$ cat config.mk
export PLATFORM = sky130hd
export DESIGN_NAME = muldiv_unit
export DESIGN_NICKNAME = d
export VERILOG_FILES = /design/src/rtl/muldiv_unit.sv
export SDC_FILE = /design/constraint.sdc
export NUM_CORES = 2
export LEC_CHECK = 0
export BUFFER_PORTS_ARGS = -buffer_cell sky130_fd_sc_hd__buf_2
export CAP_MARGIN = 20
export CORE_MARGIN = 2
export CORE_UTILIZATION = 45
export DETAILED_ROUTE_END_ITERATION = 8
export GPL_ROUTABILITY_DRIVEN = 0
export PLACE_DENSITY = 0.73
export SYNTH_ARGS = -nofsm -noshare
export SYNTH_HDL_FRONTEND = slang
export SYNTH_SLANG_ARGS = --single-unit
$ cat constraint.sdc
create_clock -name clk -period 5.2 [get_ports clk]
set_input_delay 0.26 -clock clk [delete_from_list [all_inputs] [get_ports clk]]
set_output_delay 0.26 -clock clk [all_outputs]
set_load 0.05 [all_outputs]
$ cat src/rtl/muldiv_unit.sv
// rtl/muldiv_unit.sv - iterative RV M-extension multiply/divide unit with start/busy/done handshake
module muldiv_unit #(
  parameter int DATA_W = 64,
  parameter int CNT_W  = $clog2(DATA_W) + 1
) (
  input  logic              clk,
  input  logic              arst_n,
  input  logic              enable,
  input  logic              start,
  input  logic [2:0]        op,
  input  logic [DATA_W-1:0] operand_a,
  input  logic [DATA_W-1:0] operand_b,
  input  logic              flush,
  output logic              busy,
  output logic              done,
  output logic [DATA_W-1:0] result
);

  typedef enum logic [1:0] {S_IDLE, S_CALC, S_FIX, S_DONE} state_t;

  localparam logic [DATA_W-1:0] L_MIN = {1'b1, {(DATA_W-1){1'b0}}};

  state_t              r_state, w_next;
  logic [CNT_W-1:0]    r_cnt;
  logic [DATA_W-1:0]   r_hi, r_lo, r_b, r_result;
  logic [2:0]          r_op;
  logic                r_neg;

  logic                w_accept, w_last;
  logic                w_a_signed, w_b_signed, w_a_neg, w_b_neg, w_neg_res;
  logic [DATA_W-1:0]   w_a_mag, w_b_mag;
  logic                w_div0, w_ovf, w_fast;
  logic [DATA_W-1:0]   w_fast_res, w_field, w_fix_res;
  logic [DATA_W:0]     w_mul_sum, w_div_shift, w_div_diff;
  logic [2*DATA_W-1:0] w_prod;

  assign w_a_signed = (op == 3'd1) | (op == 3'd2) | (op == 3'd4) | (op == 3'd6);
  assign w_b_signed = (op == 3'd1) | (op == 3'd4) | (op == 3'd6);
  assign w_a_neg    = w_a_signed & operand_a[DATA_W-1];
  assign w_b_neg    = w_b_signed & operand_b[DATA_W-1];
  assign w_a_mag    = w_a_neg ? -operand_a : operand_a;
  assign w_b_mag    = w_b_neg ? -operand_b : operand_b;
  // Remainders take the dividend's sign; products and quotients the XOR.
  assign w_neg_res  = (op[2] & op[1]) ? w_a_neg : (w_a_neg ^ w_b_neg);

  assign w_div0 = op[2] & (operand_b == '0);
  assign w_ovf  = op[2] & ~op[0] & (operand_a == L_MIN) & (operand_b == '1);
  assign w_fast = w_div0 | w_ovf;

  always_comb begin
    w_fast_res = '0;
    if (w_div0)
      w_fast_res = op[1] ? operand_a : '1;
    else if (w_ovf)
      w_fast_res = op[1] ? '0 : operand_a;
  end

  assign w_accept = start & ~flush & ((r_state == S_IDLE) | (r_state == S_DONE));
  assign w_last   = (r_cnt == CNT_W'(DATA_W - 1));

  // Multiplier bits sit in r_lo and shift out as the product shifts in.
  assign w_mul_sum   = {1'b0, r_hi} + {1'b0, (r_lo[0] ? r_b : '0)};
  assign w_div_shift = {r_hi, r_lo[DATA_W-1]};
  assign w_div_diff  = w_div_shift - {1'b0, r_b};

  always_comb begin
    w_prod    = '0;
    w_field   = '0;
    w_fix_res = '0;
    if (!r_op[2]) begin
      w_prod    = r_neg ? -{r_hi, r_lo} : {r_hi, r_lo};
      w_fix_res = (r_op[1:0] == 2'b00) ? w_prod[DATA_W-1:0] : w_prod[2*DATA_W-1:DATA_W];
    end else begin
      w_field   = r_op[1] ? r_hi : r_lo;
      w_fix_res = r_neg ? -w_field : w_field;
    end
  end

  always_comb begin
    w_next = r_state;
    if (flush) begin
      w_next = S_IDLE;
    end else begin
      case (r_state)
        S_IDLE:  if (start) w_next = w_fast ? S_DONE : S_CALC;
        S_CALC:  if (w_last) w_next = S_FIX;
        S_FIX:   w_next = S_DONE;
        S_DONE:  w_next = !start ? S_IDLE : (w_fast ? S_DONE : S_CALC);
        default: w_next = S_IDLE;
      endcase
    end
  end

  always_ff @(posedge clk or negedge arst_n) begin
    if (!arst_n)
      r_state <= S_IDLE;
    else if (enable)
      r_state <= w_next;
  end

  always_ff @(posedge clk or negedge arst_n) begin
    if (!arst_n) begin
      r_cnt    <= '0;
      r_hi     <= '0;
      r_lo     <= '0;
      r_b      <= '0;
      r_op     <= '0;
      r_neg    <= 1'b0;
      r_result <= '0;
    end else if (enable && !flush) begin
      if (w_accept) begin
        r_op  <= op;
        r_neg <= w_neg_res;
        r_cnt <= '0;
        r_hi  <= '0;
        if (w_fast) begin
          r_result <= w_fast_res;
        end else if (op[2]) begin
          r_lo <= w_a_mag;
          r_b  <= w_b_mag;
        end else begin
          r_lo <= w_b_mag;
          r_b  <= w_a_mag;
        end
      end else if (r_state == S_CALC) begin
        r_cnt <= r_cnt + 1'b1;
        if (r_op[2]) begin
          if (!w_div_diff[DATA_W]) begin
            r_hi <= w_div_diff[DATA_W-1:0];
            r_lo <= {r_lo[DATA_W-2:0], 1'b1};
          end else begin
            r_hi <= w_div_shift[DATA_W-1:0];
            r_lo <= {r_lo[DATA_W-2:0], 1'b0};
          end
        end else begin
          r_hi <= w_mul_sum[DATA_W:1];
          r_lo <= {w_mul_sum[0], r_lo[DATA_W-1:1]};
        end
      end else if (r_state == S_FIX) begin
        r_result <= w_fix_res;
      end
    end
  end

  assign busy   = (r_state == S_CALC) | (r_state == S_FIX);
  assign done   = (r_state == S_DONE);
  assign result = r_result;

endmodule
# After elaboration in Yosys (flattened, before gate mapping)

Cells that the tools add are included.

Word-level logic and storage cells: 100
Flip-flop bits (word level): 269

Multiplexer cells: 36
Equality and inequality tests: 15
Reductions and logical operators: 13
Add/subtract/negate cells: 7
Bitwise logic cells: 21

Operator list:

| operator             | number |
|---|---|
| $mux 64              | 25 |
| $neg 64->64          | 3 |
| $eq 64x64->1 const B | 2 |
| $mux 128             | 1 |
| $neg 128->128        | 1 |
| $add 64x64->65       | 1 |
| $sub 65x64->65       | 1 |
| $logic_not 64->1     | 1 |
| $mux 7               | 2 |
| $mux 2               | 5 |
| $and 1x1->1          | 9 |
| $reduce_and 3->1     | 3 |
| $or 1x1->1           | 8 |
| $pmux 2 s4           | 1 |
| $add 7x1->7 const B  | 1 |
| $eq 7x6->1 const B   | 1 |
| $eq 3x3->1 const B   | 2 |
| $ne 3x3->1 const B   | 2 |
| $eq 2x2->1 const B   | 2 |
| $logic_not 2->1      | 2 |
| $ne 2x2->1 const B   | 2 |
| $reduce_and 2->1     | 2 |
| $reduce_and 4->1     | 1 |
| $reduce_bool 2->1    | 2 |
| other kinds (9)      | 12 |

# Depth between registers and ports, before layout

Depth in word-level cells: 9
Depth in mapped cells: 20
Mapped depth without buffers: 14

# Worst setup path after synthesis

No wires, ideal clock.

Path kind: reg2reg
From: register r_op[1]
To: register r_result[62], in the netlist result[62]
Required time: 5.079 ns
Path buffers: 9
Setup slack: -0.370 ns
Arrival time: 5.449 ns
Cell stages (with the launch flop): 21
Library setup time: 0.121 ns
Path through: dfrtp_1 buf_4 buf_6 buf_2 buf_1 buf_1 buf_2 buf_2 buf_1 mux2i_1 ha_1 o221ai_1 nor4_1 nand3_1 or4b_1 clkbuf_1 or4_1 o21ai_0 xnor2_1 a21oi_1 a22o_1

Cells in the longest elaborated chain, start to end: 7

Ends and longest elaborated chain:

| item                     | line | RTL |
|---|---|---|
| start: declaration       | 26   | `logic [2:0] r_op;` |
| start signal: assignment | 112  | `r_op <= op;` |
| $mux 64                  | 74   | `w_field = r_op[1] ? r_hi : r_lo;` |
| $neg 64->64              | 75   | `w_fix_res = r_neg ? -w_field : w_field;` |
| $mux 64                  | 75   |  |
| $mux 64 (*)              | 70   | `if (!r_op[2]) begin` |
| $mux 64 (*)              | 139  | `end else if (r_state == S_FIX) begin` |
| $mux 64 (*)              | 125  | `end else if (r_state == S_CALC) begin` |
| $mux 64 (*)              | 111  | `if (w_accept) begin` |
| end signal: assignment   | 117  | `r_result <= w_fast_res;` |
| end signal: assignment   | 140  | `r_result <= w_fix_res;` |
| end: declaration         | 25   | `logic [DATA_W-1:0] r_hi, r_lo, r_b, r_result;` |

Every way passes the cells marked *; elsewhere a longest branch is shown, timed or not. The select of a mux whose other input is x is not followed.
A chain may end at the register's enable or synchronous reset.

# Worst setup path in the final report

From: register r_lo[7]
To: register r_result[59], in the netlist result[59]

Cells in the longest elaborated chain, start to end: 7

Ends and longest elaborated chain:

| item                                            | line   | RTL |
|---|---|---|
| start: declaration                              | 25     |  |
| start signal: assignment                        | 119    | `r_lo <= w_a_mag;` |
| start signal: assignment                        | 122    | `r_lo <= w_b_mag;` |
| start signal: assignment                        | 130    | `r_lo <= {r_lo[DATA_W-2:0], 1'b1};` |
| $neg 128->128 / $mux 64 (equally long branches) | 71, 74 |  |
| $mux 128 / $neg 64->64 (equally long branches)  | 71, 75 |  |
| $mux 64 (on tied branches)                      | 72, 75 |  |
| $mux 64 (*)                                     | 70     |  |
| $mux 64 (*)                                     | 139    |  |
| $mux 64 (*)                                     | 125    |  |
| $mux 64 (*)                                     | 111    |  |

Marked as above.

==> impl_metrics.toml <==
[min_path]
holdCritPathClass = "in2reg"

[synthesis]
yosysWarningCount = 0
yosysSeqAreaShare_pct = 20.6
async_reset_ff_share_pct = 100
synth-seq-cells = 269
synthTopCellsByArea = "dfrtp_1 (21%), a21oi_1 (7.1%), o21ai_0 (6.6%)"
syn_inst = 4628
synthFlopType = "dfrtp_1"
syn_area_um2 = 32600
ys_types = 91
synth_edf_count = 0
yosysTopAreaCellShare_pct = 20.6
synth_area_leader_cell = "dfrtp_1"
synth_fp_nets = 4905
avgSynthCellArea_um2 = 7.04

[setup_path]
endpoint_kind = "flop"
critPathLaunch = "r_lo[7]"
crit_chain = "nor4_1 > nand4_1 > nor3_2 > nand3_1 > nor4_1 > buf_4 > nand2_1 > o21ai_0 > xor2_1 > nand2_1 > a32o_1"
endpoint = "result[59]"
arrival_ps = 5230
required_ps = 5700
rr_startpoint = "r_lo[7]"
worstReg2RegEnd = "result[59]"
cp.depth = 11
max_stage_delay_ps = 730
crit_path_start_kind = "flop"
critPathTopFamily = "simple AND/OR/NAND/NOR gates"
worst-path-max-fanout = 10
crit_path_top_delay_cell = "nor3_2"
path_buf_inv = 1
reg2reg_depth = 11
path_class = "reg2reg"
rrSetupSlack_ps = 470

[run_status]
status = "finished clean"

[timing]
fin_tns_setup_ps = 0
fin_crit_sh_pct = 91.0
hold_viol_final = 0
finalClockSkew_ps = 17.7
setup_ws_ps = 470
finalMaxSlewViolations = 0
worst_pin_slew_ps = 1200
finalSetupViolCount = 0
period_needed_ps = 4730
fmax_ghz = 0.211
rsz0062_at_grt = "no"
relSlewSlack_pct = 19.0

[floorplan]
die-area_um2 = 74600
coreArea_um2 = 71600
die-width_um = 273
ios = 202
rows = 98
start_util_pct = 45.5
die_h_um = 273

[route]
firstDrtPassIters = 8
wl_per_cell_um = 24.2
via_per_inst = 6.63
drc = 0
drt_iter0_drc = 5782
routed_wl_um = 135000
final_antenna_net_count = 0
vias = 36870

[global_routing]
grt_antenna_before_repair = 3
grt_usage_pct = 34.9
grt-ovfl-total = 0
grt_pass1_wl_um = 203000
first_global_vias = 33853
grt_max_degree = 158

[layout]
fin_nets = 4866
layout_commonest_cell = "nor2_1"
area_growth_pct = 8.34
fillers = 7138
layout.cells.non_filler = 5560
drive_above_1_share_pct = 9.81
mostFrequentLayoutCells = "nor2_1 (545), nand2_1 (468), a21oi_1 (460)"

[clocking]
cts_max_level = 1
clk_path_buf_depth = 3
ctsResizeCount = 0
root_buffer = "clkbuf_16"
clock-sinks = 269
cts_inserted_buffers = 30
clk_pin_slew_ps = 70
tritoncts = "yes"
clk_latency_ps = 610
post_cts_buffers = 0

[power_and_ir_drop]
leakage_nw = 15.1
vdd_drop_max_mv = 0.453
p_per_area_nw_per_um2 = 708

[placement]
dp_hpwl_um = 103000
pre_cts_ws_ps = 743
port_buffers = 201
dp.cells = 5502

[run]
drv_cap = 0
how the worst min path moves through the flow:
| stage | slack [ps] | to | cells after the start | startpoint |
|---|---|---|---|---|
| floorplan | -40 | r_b[0] | 0 | arst_n |
| global placement | 310 | r_b[58] | 1 | arst_n |
| detailed placement | 320 | result[39] | 1 | arst_n |
| CTS | 5 | result[31] | 3 | operand_a[31] |
| global route | 40 | result[31] | 3 | operand_a[31] |
| finish | 10 | result[31] | 3 | operand_a[31] |
report_power, final:
group | internal [mW] | leakage, nW | switching (mW)
registers | 2.95 | 3.48 | 2.00
clock network | 1.29 | 0.492 | 0.975
logic | 6.26 | 11.1 | 11.5
total | 10.5 | 15.1 | 14.5
tightest hold or removal path: stages:
cell      delay, ps
buf_2           130
o21ai_0          90
o211ai_1         90
cells in the mapped netlist (63+ instances only):
cell type	count
nor2_1	547
nand2_1	469
a21oi_1	461
o21ai_0	432
clkbuf_1	312
dfrtp_1	269
xnor2_1	215
xor2_1	198
mux2i_1	145
ha_1	139
inv_1	129
nor3_1	127
nand4_1	85
o31ai_1	81
nand3_1	68
a21o_1	67
a31oi_1	63
sequential cells by signal, indices dropped and copies added (netlist names):
register  count
r_op          3
r_state       2
r_lo         64
result       64
r_cnt         7
r_b          64
r_neg         1
r_hi         64
metal layers:
metal	vias to the layer above	wire (um)	GRT usage (%)	share of wire (%)
met2	2607	55100	51.1	41
met4	4	11400	24.1	8.4
met1	16962	50600	44.2	38
met3	660	17700	9.88	13
li1	16637	-	-	-
met5	-	22	0	0.016
final cells by class:
cell class | count | area (um2) | area share, %
Timing Repair Buffer | 311 | 1960 | 5.54
Sequential cell | 269 | 6740 | 19.1
Tap cell | 950 | 1190 | 3.37
Antenna cell | 1 | 2.50 | 0.00708
Clock inverter | 11 | 138 | 0.390
Inverter | 131 | 492 | 1.39
Clock buffer | 41 | 853 | 2.42
Multi-Input combinational cell | 3846 | 23900 | 67.8
through the flow:
step           util, %  total power, mW  hold slack [ps]  area (um2)
2_1_floorplan        -             16.8            -35.6       32600
3_3_place_gp      47.9             21.6              311       34300
3_5_place_dp      47.9             21.7              321       34300
4_1_cts           49.3             24.1             4.93       35300
5_1_grt           49.3             26.4             41.3       35300
6_report          49.3             25.0             14.2       35300
logic make-up (layout without fill, tap and decap cells):
group | after synthesis | count (layout) | share of synthesized area [%]
buffers and inverters | 513 | 494 | 6.13
adder cells (fa/ha/maj) | 141 | 141 | 5.46
XOR/XNOR | 413 | 413 | 11.1
AO/OA/AOI/OAI | 1483 | 1483 | 27.8
multiplexers | 167 | 167 | 5.21
flip-flops | 269 | 269 | 20.6
other | 0 | 1 | 0
AND/OR/NAND/NOR | 1642 | 1642 | 23.6
what timing repair did:
item,4_1_cts,5_1_grt
hold endpoints to repair,85,0
hold buffers,4,0
endpoints found under the setup margin,0,0
Power figures use the tool's default switching activity.
